==> src/rtl/shift_seq_unit.sv <==
// shift_seq_unit: multi-cycle SLL/SRL/SRA sequencer built from byte-step
// (COARSE) passes followed by one residual-bit (FINE) pass.
// Optional feature macro: SHIFT_SEQ_FASTPATH_EN
//   defined   -> shamt==0 / illegal-op requests go straight to DONE, and a
//                byte-aligned shift skips FINE after its last COARSE pass.
//   undefined -> every request passes through FINE (latency N+1).
// Assumes DATA_W >= 16 so that the byte-count field is at least one bit.
//
// Handshake contract: a transfer happens on a rising edge where valid and
// ready are both high; req_ready is high only in IDLE, rsp_valid only in DONE,
// and rsp_data/rsp_err stay stable while rsp_valid is waiting for rsp_ready.
module shift_seq_unit #(
    parameter int DATA_W  = 32,
    parameter int SHAMT_W = 5
) (
    input  logic               clk,
    input  logic               rst_n,
    input  logic               req_valid,
    output logic               req_ready,
    input  logic [1:0]         req_op,
    input  logic [DATA_W-1:0]  req_data,
    input  logic [SHAMT_W-1:0] req_shamt,
    output logic               rsp_valid,
    input  logic               rsp_ready,
    output logic [DATA_W-1:0]  rsp_data,
    output logic               rsp_err,
    output logic               busy,
    output logic [1:0]         dbg_state
);

    localparam int NW = SHAMT_W - 3;

    localparam logic [1:0] OP_SLL = 2'b00;
    localparam logic [1:0] OP_SRL = 2'b01;
    localparam logic [1:0] OP_SRA = 2'b10;
    localparam logic [1:0] OP_ILL = 2'b11;

    typedef enum logic [1:0] {
        IDLE   = 2'd0,
        COARSE = 2'd1,
        FINE   = 2'd2,
        DONE   = 2'd3
    } state_t;

    state_t              state_q, state_d;
    logic [1:0]          op_q;
    logic [DATA_W-1:0]   work_q;
    logic [NW-1:0]       n_q;
    logic [2:0]          r_q;
    logic [DATA_W-1:0]   rsp_data_q;
    logic                rsp_err_q;

    logic                accept;
    logic                done_load;
    logic [DATA_W-1:0]   done_val;
    logic                done_err;
    logic [DATA_W-1:0]   coarse_val;
    logic [DATA_W-1:0]   fine_val;

    // Shift with the op's fill rule; SRA sign comes from the value being
    // shifted, so repeated passes keep the sign. Illegal op passes through.
    function automatic logic [DATA_W-1:0] shift_by(
        input logic [DATA_W-1:0]  v,
        input logic [1:0]         op,
        input logic [SHAMT_W-1:0] amt
    );
        logic [DATA_W-1:0] res;
        case (op)
            OP_SLL:  res = v << amt;
            OP_SRL:  res = v >> amt;
            OP_SRA:  res = DATA_W'($signed(v) >>> amt);
            default: res = v;
        endcase
        return res;
    endfunction

    assign accept     = req_valid && (state_q == IDLE);
    assign coarse_val = shift_by(work_q, op_q, SHAMT_W'(8));
    assign fine_val   = shift_by(work_q, op_q, SHAMT_W'(r_q));

    assign req_ready  = (state_q == IDLE);
    assign rsp_valid  = (state_q == DONE);
    assign busy       = (state_q != IDLE);
    assign rsp_data   = rsp_data_q;
    assign rsp_err    = rsp_err_q;
    assign dbg_state  = state_q;

    // State register; reset abandons any in-flight request.
    always_ff @(posedge clk or negedge rst_n) begin
        if (!rst_n) begin
            state_q <= IDLE;
        end else begin
            state_q <= state_d;
        end
    end

    // Next-state logic plus the value/error to capture on DONE entry.
    always_comb begin
        state_d   = state_q;
        done_load = 1'b0;
        done_val  = '0;
        done_err  = 1'b0;
        case (state_q)
            IDLE: begin
                if (accept) begin
`ifdef SHIFT_SEQ_FASTPATH_EN
                    if ((req_shamt == '0) || (req_op == OP_ILL)) begin
                        state_d   = DONE;
                        done_load = 1'b1;
                        done_val  = req_data;
                        done_err  = (req_op == OP_ILL);
                    end else
`endif
                    if (req_shamt[SHAMT_W-1:3] != '0) begin
                        state_d = COARSE;
                    end else begin
                        state_d = FINE;
                    end
                end
            end
            COARSE: begin
                if (n_q == NW'(1)) begin
`ifdef SHIFT_SEQ_FASTPATH_EN
                    if (r_q == 3'd0) begin
                        state_d   = DONE;
                        done_load = 1'b1;
                        done_val  = coarse_val;
                        done_err  = (op_q == OP_ILL);
                    end else begin
                        state_d = FINE;
                    end
`else
                    state_d = FINE;
`endif
                end
            end
            FINE: begin
                state_d   = DONE;
                done_load = 1'b1;
                done_val  = fine_val;
                done_err  = (op_q == OP_ILL);
            end
            DONE: begin
                if (rsp_ready) begin
                    state_d = IDLE;
                end
            end
            default: state_d = IDLE;
        endcase
    end

    // Working registers: load on accept, step one byte per COARSE cycle.
    always_ff @(posedge clk or negedge rst_n) begin
        if (!rst_n) begin
            op_q   <= OP_SLL;
            work_q <= '0;
            n_q    <= '0;
            r_q    <= 3'd0;
        end else if (accept) begin
            op_q   <= req_op;
            work_q <= req_data;
            n_q    <= req_shamt[SHAMT_W-1:3];
            r_q    <= req_shamt[2:0];
        end else if (state_q == COARSE) begin
            work_q <= coarse_val;
            n_q    <= n_q - NW'(1);
        end
    end

    // Response registers change only on the edge that enters DONE.
    always_ff @(posedge clk or negedge rst_n) begin
        if (!rst_n) begin
            rsp_data_q <= '0;
            rsp_err_q  <= 1'b0;
        end else if (done_load) begin
            rsp_data_q <= done_val;
            rsp_err_q  <= done_err;
        end
    end

endmodule

==> config.mk <==
export PLATFORM = sky130hd
export DESIGN_NAME = shift_seq_unit
export DESIGN_NICKNAME = d
export VERILOG_FILES = /design/src/rtl/shift_seq_unit.sv
export SDC_FILE = /design/constraint.sdc
export NUM_CORES = 1
export LEC_CHECK = 0
export ABC_CLOCK_PERIOD_IN_PS = 4600
export CAP_MARGIN = 0
export CORE_ASPECT_RATIO = 1.5
export CORE_UTILIZATION = 55
export CTS_CLUSTER_SIZE = 30
export DETAILED_ROUTE_END_ITERATION = 7
export HOLD_SLACK_MARGIN = 0.02
export PLACE_DENSITY_LB_ADDON = 0.05
export SYNTH_ARGS = -nofsm -noshare
export SYNTH_HDL_FRONTEND = slang
export SYNTH_SLANG_ARGS = --single-unit
==> constraint.sdc <==
create_clock -name clk -period 4.6 [get_ports clk]
set_input_delay 0.46 -clock clk [delete_from_list [all_inputs] [get_ports clk]]
set_output_delay 0.46 -clock clk [all_outputs]
set_load 0.01 [all_outputs]
# Yosys cells after proc, flatten, opt, wreduce, memory -nomap -nowiden
# Index checks and enable logic that the tools add are counted.
[classes] addsub=1 n_eq_ne=11 shifts=3 n_mux=14 n_reduce_logical=11
[op_table] cell="32-bit one-hot mux with 3 select lines" n=2
[op_table] cell="32-bit two-way mux" n=3
[op_table] cell="32-bit by 3-bit left shift with 32-bit output" n=1
[op_table] cell="32-bit by 3-bit >> shifter with 32-bit output" n=1
[op_table] cell="32-bit by 3-bit >>> shifter with 32-bit output" n=1
[op_table] cell="2-bit two-way mux" n=6
[op_table] cell="2-bit equality test, second input constant" n=4
[op_table] cell="2-bit one-hot mux with 4 select lines" n=1
[op_table] cell="2-bit by 1-bit equality test with 1-bit output, second input constant" n=3
[op_table] cell="3-bit AND reduction" n=2
[op_table] cell="2-bit nonzero test" n=3
[op_table] cell="2-bit zero test" n=2
[op_table] cell="2-bit by 1-bit != test with 1-bit output, second input constant" n=2
[op_table] cell="2-bit != test, second input constant" n=2
[op_table] cell="4-bit nonzero test" n=1
[op_table] cell="3-bit nonzero test" n=1
[op_table] cell="1-bit two-way mux" n=2
[op_table] cell="2-bit AND reduction" n=1
[op_table] cell="2-bit by 1-bit subtractor with 2-bit output, second input constant" n=1
[op_table] cell="1-bit logical AND" n=1
[word_totals] ff_bits=74 input_bits=43 out_inout_bits=38 word_cells=48

# Depth between registers and ports, before layout
[depth] depth_word=4 depth_mapped=9

# Worst setup path before layout
# Ideal clock, no wire load.
[synth_path] kind="reg-to-reg" startpoint="reg op_q[0]" endpoint="reg rsp_data_q[25], in the netlist rsp_data[25]" arrival_time_ps=1770 t_required_ps=4464 path_slack_ps=2694 path_stages_with_launch=9 n_path_buf=1 synth_period_minus_slack_ps=1906 path_cell_list="dfrtp_1 inv_1 ha_1 or2_2 buf_2 o311ai_0 a21oi_1 a2111oi_0 nor3_1"
[synth_between] elab_chain_len=3
[synth_lines] item="from (decl)" line="46" rtl="logic [1:0] op_q;"
[synth_lines] item="from (signal assigned)" line="160" rtl="op_q <= req_op;"
[synth_lines] item="2-bit equality test (tied with other cells)" line="68" rtl="case (op)"
[synth_lines] item="32-bit one-hot mux with 3 select lines (*)" line="68"
[synth_lines] item="32-bit two-way mux (*)" line="103" rtl="case (state_q)"
[synth_lines] item="to (signal assigned)" line="176" rtl="rsp_data_q <= done_val;"
[synth_lines] item="to (decl)" line="50" rtl="logic [DATA_W-1:0] rsp_data_q;"
# Every way passes the cells marked *; elsewhere a longest branch is shown, timed or not.
# A chain may end at the register's enable or synchronous reset.

# Worst setup path after layout
[layout_path] startpoint="reg op_q[0]" endpoint="reg work_q[7]"
[layout_between] elab_chain_len=4
[layout_lines] item="2-bit equality test (tied with other cells)" line="68"
[layout_lines] item="32-bit one-hot mux with 3 select lines" line="68"
[layout_lines] item="32-bit two-way mux" line="164" rtl="end else if (state_q == COARSE) begin"
[layout_lines] item="32-bit two-way mux" line="159" rtl="end else if (accept) begin"
[layout_lines] item="to (signal assigned)" line="161" rtl="work_q <= req_data;"
[layout_lines] item="to (signal assigned)" line="165" rtl="work_q <= coarse_val;"
[layout_lines] item="to (decl)" line="47" rtl="logic [DATA_W-1:0] work_q;"
# Several ways; a longest one is shown, not always the timed one. The select of a mux whose other input is x is not followed.

==> flow_metrics.tcl <==
set metrics [dict create \
    critPathRequiredTime_ns 4.81 \
    tns_ns 0 \
    synthXorXnorAreaFrac_pct 0.146 \
    ys_types 53 \
    max_slew_margin_pct 18.3 \
    post_cts_buffers 0 \
    reg2reg_slack_ns 1.83 \
    p_leak_nw 2.80 \
    synth-simple-area-share_pct 12.4 \
    synth_top_family_by_area "compound AO/OA/AOI/OAI gates" \
    die_x_um 87.3 \
    cts_resized 0 \
    detail_route.wirelength.met1_mm 7.34 \
    ys_seq_area_share_pct 30.9 \
    port_buffers 80 \
    drt_pass1_iterations 6 \
    cp.arrival_ns 2.98 \
    cp_max_fo 14 \
    grt_use_total_pct 36.4 \
    gp_congestion 0.947 \
    hp-class "primary input to async pin" \
    p_int_w 0.00323 \
    hold_viol 0 \
    met3_length_mm 1.59 \
    finClkSkew_ns 0.00795 \
    routed_wl_mm 19.4 \
    yosys.cell_count.top_type "nand2_1" \
    crit_type "register to register" \
    grt_pass1_vias 5724 \
    cts_tree "yes" \
    reg2reg_from "op_q[0]" \
    wl_per_cell_um 22.7 \
    postCtsHoldBufs 0 \
    root_buffer "clkbuf_16" \
    clockBufferDepth 2 \
    drt_iter0_markers 723 \
    switchingPower_w 0.00308 \
    max_freq_ghz 0.360 \
    async_flop_share_pct 100 \
    stdcell_area_sq_um 7050 \
    drive_gt1_share_pct 12.9 \
    synth_nets 734 \
    synth.area.mux_share_pct 22.3 \
    crit_path_end_kind "register" \
    p_comb_share_pct 61.6 \
    antenna_cells_inserted 0 \
    crit_start "op_q[0]" \
    netlist_top_cells_count "79 x nand2_1, 74 x dfrtp_1, 71 x o21ai_0" \
    synthFlopType "dfrtp_1" \
    period_needed_ns 2.77 \
    synthAdderAreaFrac_pct 2.29 \
    p_seq_share_pct 26.0 \
    ir_drop_v 0.000493 \
    finalMaxSlewViolations 0 \
    synth_top_area_share_pct 30.9 \
    drv_cap 0 \
    tightest_slew_ns 1.22 \
    synth-edff-count 0 \
    reg2reg_to "work_q[7]" \
    synth_compound_area_share_pct 23.7 \
    crit_path_end "work_q[7]" \
    rsz0062_at_grt "no" \
    initial_core_util_pct 56.7 \
    status "finished, final reports clean" \
    cts_buffers 9 \
    wl_met2_mm 9.33 \
    top_layer "met4" \
    start_kind "register" \
    synth_top_area_cell "dfrtp_1" \
    grt_max_degree 75 \
    cts_sinks 74 \
    synthCells 680 \
    clk_pin_slew_ns 0.06 \
    antenna_found_initial 0 \
    synth_area_sq_um 6000 \
    vias_per_cell 6.87 \
    vias 5883 \
    netlist_top_cells_area "dfrtp_1 31%, mux4_2 15%, o21ai_0 5.9%" \
    synth_seq_cells 74 \
    worst_r2r_path_depth 7 \
    ios 81 \
    setup_violations 0 \
    p_per_area_nw_per_um2 895 \
    synth_warnings 0 \
    swShare_pct 48.9 \
    gr-total-overflow 0 \
    coreArea_sq_um 10600 \
    syn2layout_area_growth_pct 17.5 \
    die_area_sq_um 11300 \
    syn_area_per_cell_sq_um 8.82 \
    antenna_left 0 \
    clk-insertion-delay-late_ns 0.35 \
    p_clk_share_pct 12.3 \
    dpl_cell_area_sq_um 6730 \
    grt_pass1_wl_mm 30.8 \
    die_y_um 130 \
    drc_errors 0 \
    hpwl_mm 13.1 \
    period_share_pct 60.3 \
    htreeDepth 3 \
    nets 761 \
    rows 46 \
]
-- flip-flops by register name (all words and copies together) (netlist names) --
signal / count
r_q: 3
rsp_err: 1
op_q: 2
dbg_state: 2
n_q: 2
rsp_data: 32
work_q: 32
-- worst max-delay path, stage by stage, from the launching register on --
cell,delay [ns]
dfrtp_1,0.40
inv_1,0.09
ha_1,0.29
nor2_1,0.96
nor2_1,0.33
and3_1,0.29
a211oi_1,0.20
a21oi_1,0.07
-- placed cells by master, fill, tap and decap left out, types with 4 or more instances in the layout --
cell / Yosys / final
a221oi_1: 12 / 12
clkbuf_16: 0 / 9
and3_1: 11 / 11
a31oi_1: 12 / 12
buf_4: 1 / 16
o221ai_1: 17 / 17
nor2_1: 54 / 53
a211oi_1: 14 / 14
clkdlybuf4s50_1: 0 / 79
o21ai_0: 71 / 71
nor3_1: 4 / 4
mux4_2: 40 / 40
nand2b_1: 4 / 4
a22o_1: 5 / 5
o211ai_1: 5 / 5
nor2b_1: 7 / 7
ha_1: 11 / 11
inv_1: 35 / 35
mux2_2: 15 / 15
o22ai_1: 24 / 24
a21oi_1: 48 / 48
mux2i_1: 24 / 24
nand2_1: 79 / 79
dfrtp_1: 74 / 72
-- routing by layer --
layer	track usage, %	up-vias
li1	-	2567
met1	46.4	2828
met3	6.96	100
met2	58.4	388
met4	19.9	0
met5	0	-
-- cells by family (layout without fill, tap and decap cells) --
logic type,Yosys count,count (layout)
simple gates,172,172
compound gates,227,227
mux,80,80
flops,74,74
fa+ha+maj,11,11
xor+xnor,1,1
buf+inv,115,147
-- how the worst min path moves through the flow --
stage          startpoint      endpoint  slack [ns]  cells after the start
6_report            rst_n   rsp_data[7]        0.27                      1
5_1_grt             rst_n   rsp_data[9]        0.36                      1
4_1_cts             rst_n   rsp_data[9]        0.30                      1
3_5_place_dp      rsp_err       rsp_err        0.50                      1
3_3_place_gp      rsp_err       rsp_err        0.49                      1
2_1_floorplan       rst_n  dbg_state[0]        0.16                      0
-- per-stage QoR --
stage               utilization [%]  total power, W  hold slack, ns  setup WS [ns]  std cells
global placement               63.6         0.00536           0.492           1.93        840
detailed placement             63.6         0.00544           0.501           1.89        840
finish                         66.6         0.00631           0.265           1.83        856
CTS                            66.6         0.00623           0.303           1.87        856
floorplan                         -         0.00422           0.164           2.69        680
global route                   66.6         0.00672           0.358           1.62        856
-- cell type report --
cell class | instances | area, sq um
tap | 144 | 180
timing repair buffer | 95 | 911
sequential | 74 | 1850
clock inverter | 6 | 90.1
fill | 913 | 3540
inverter | 36 | 138
clock buffer | 10 | 229
multi-input combinational | 491 | 3650
-- power by group through the flow --
stage,sequential [W],combinational [W],clock [W]
3_5_place_dp,0.00162,0.00382,0
6_report,0.00164,0.00389,0.000778
2_1_floorplan,0.00124,0.00298,0
5_1_grt,0.00168,0.00423,0.000806
3_3_place_gp,0.00160,0.00375,0
4_1_cts,0.00161,0.00384,0.000780
Power figures use the tool's default switching activity.
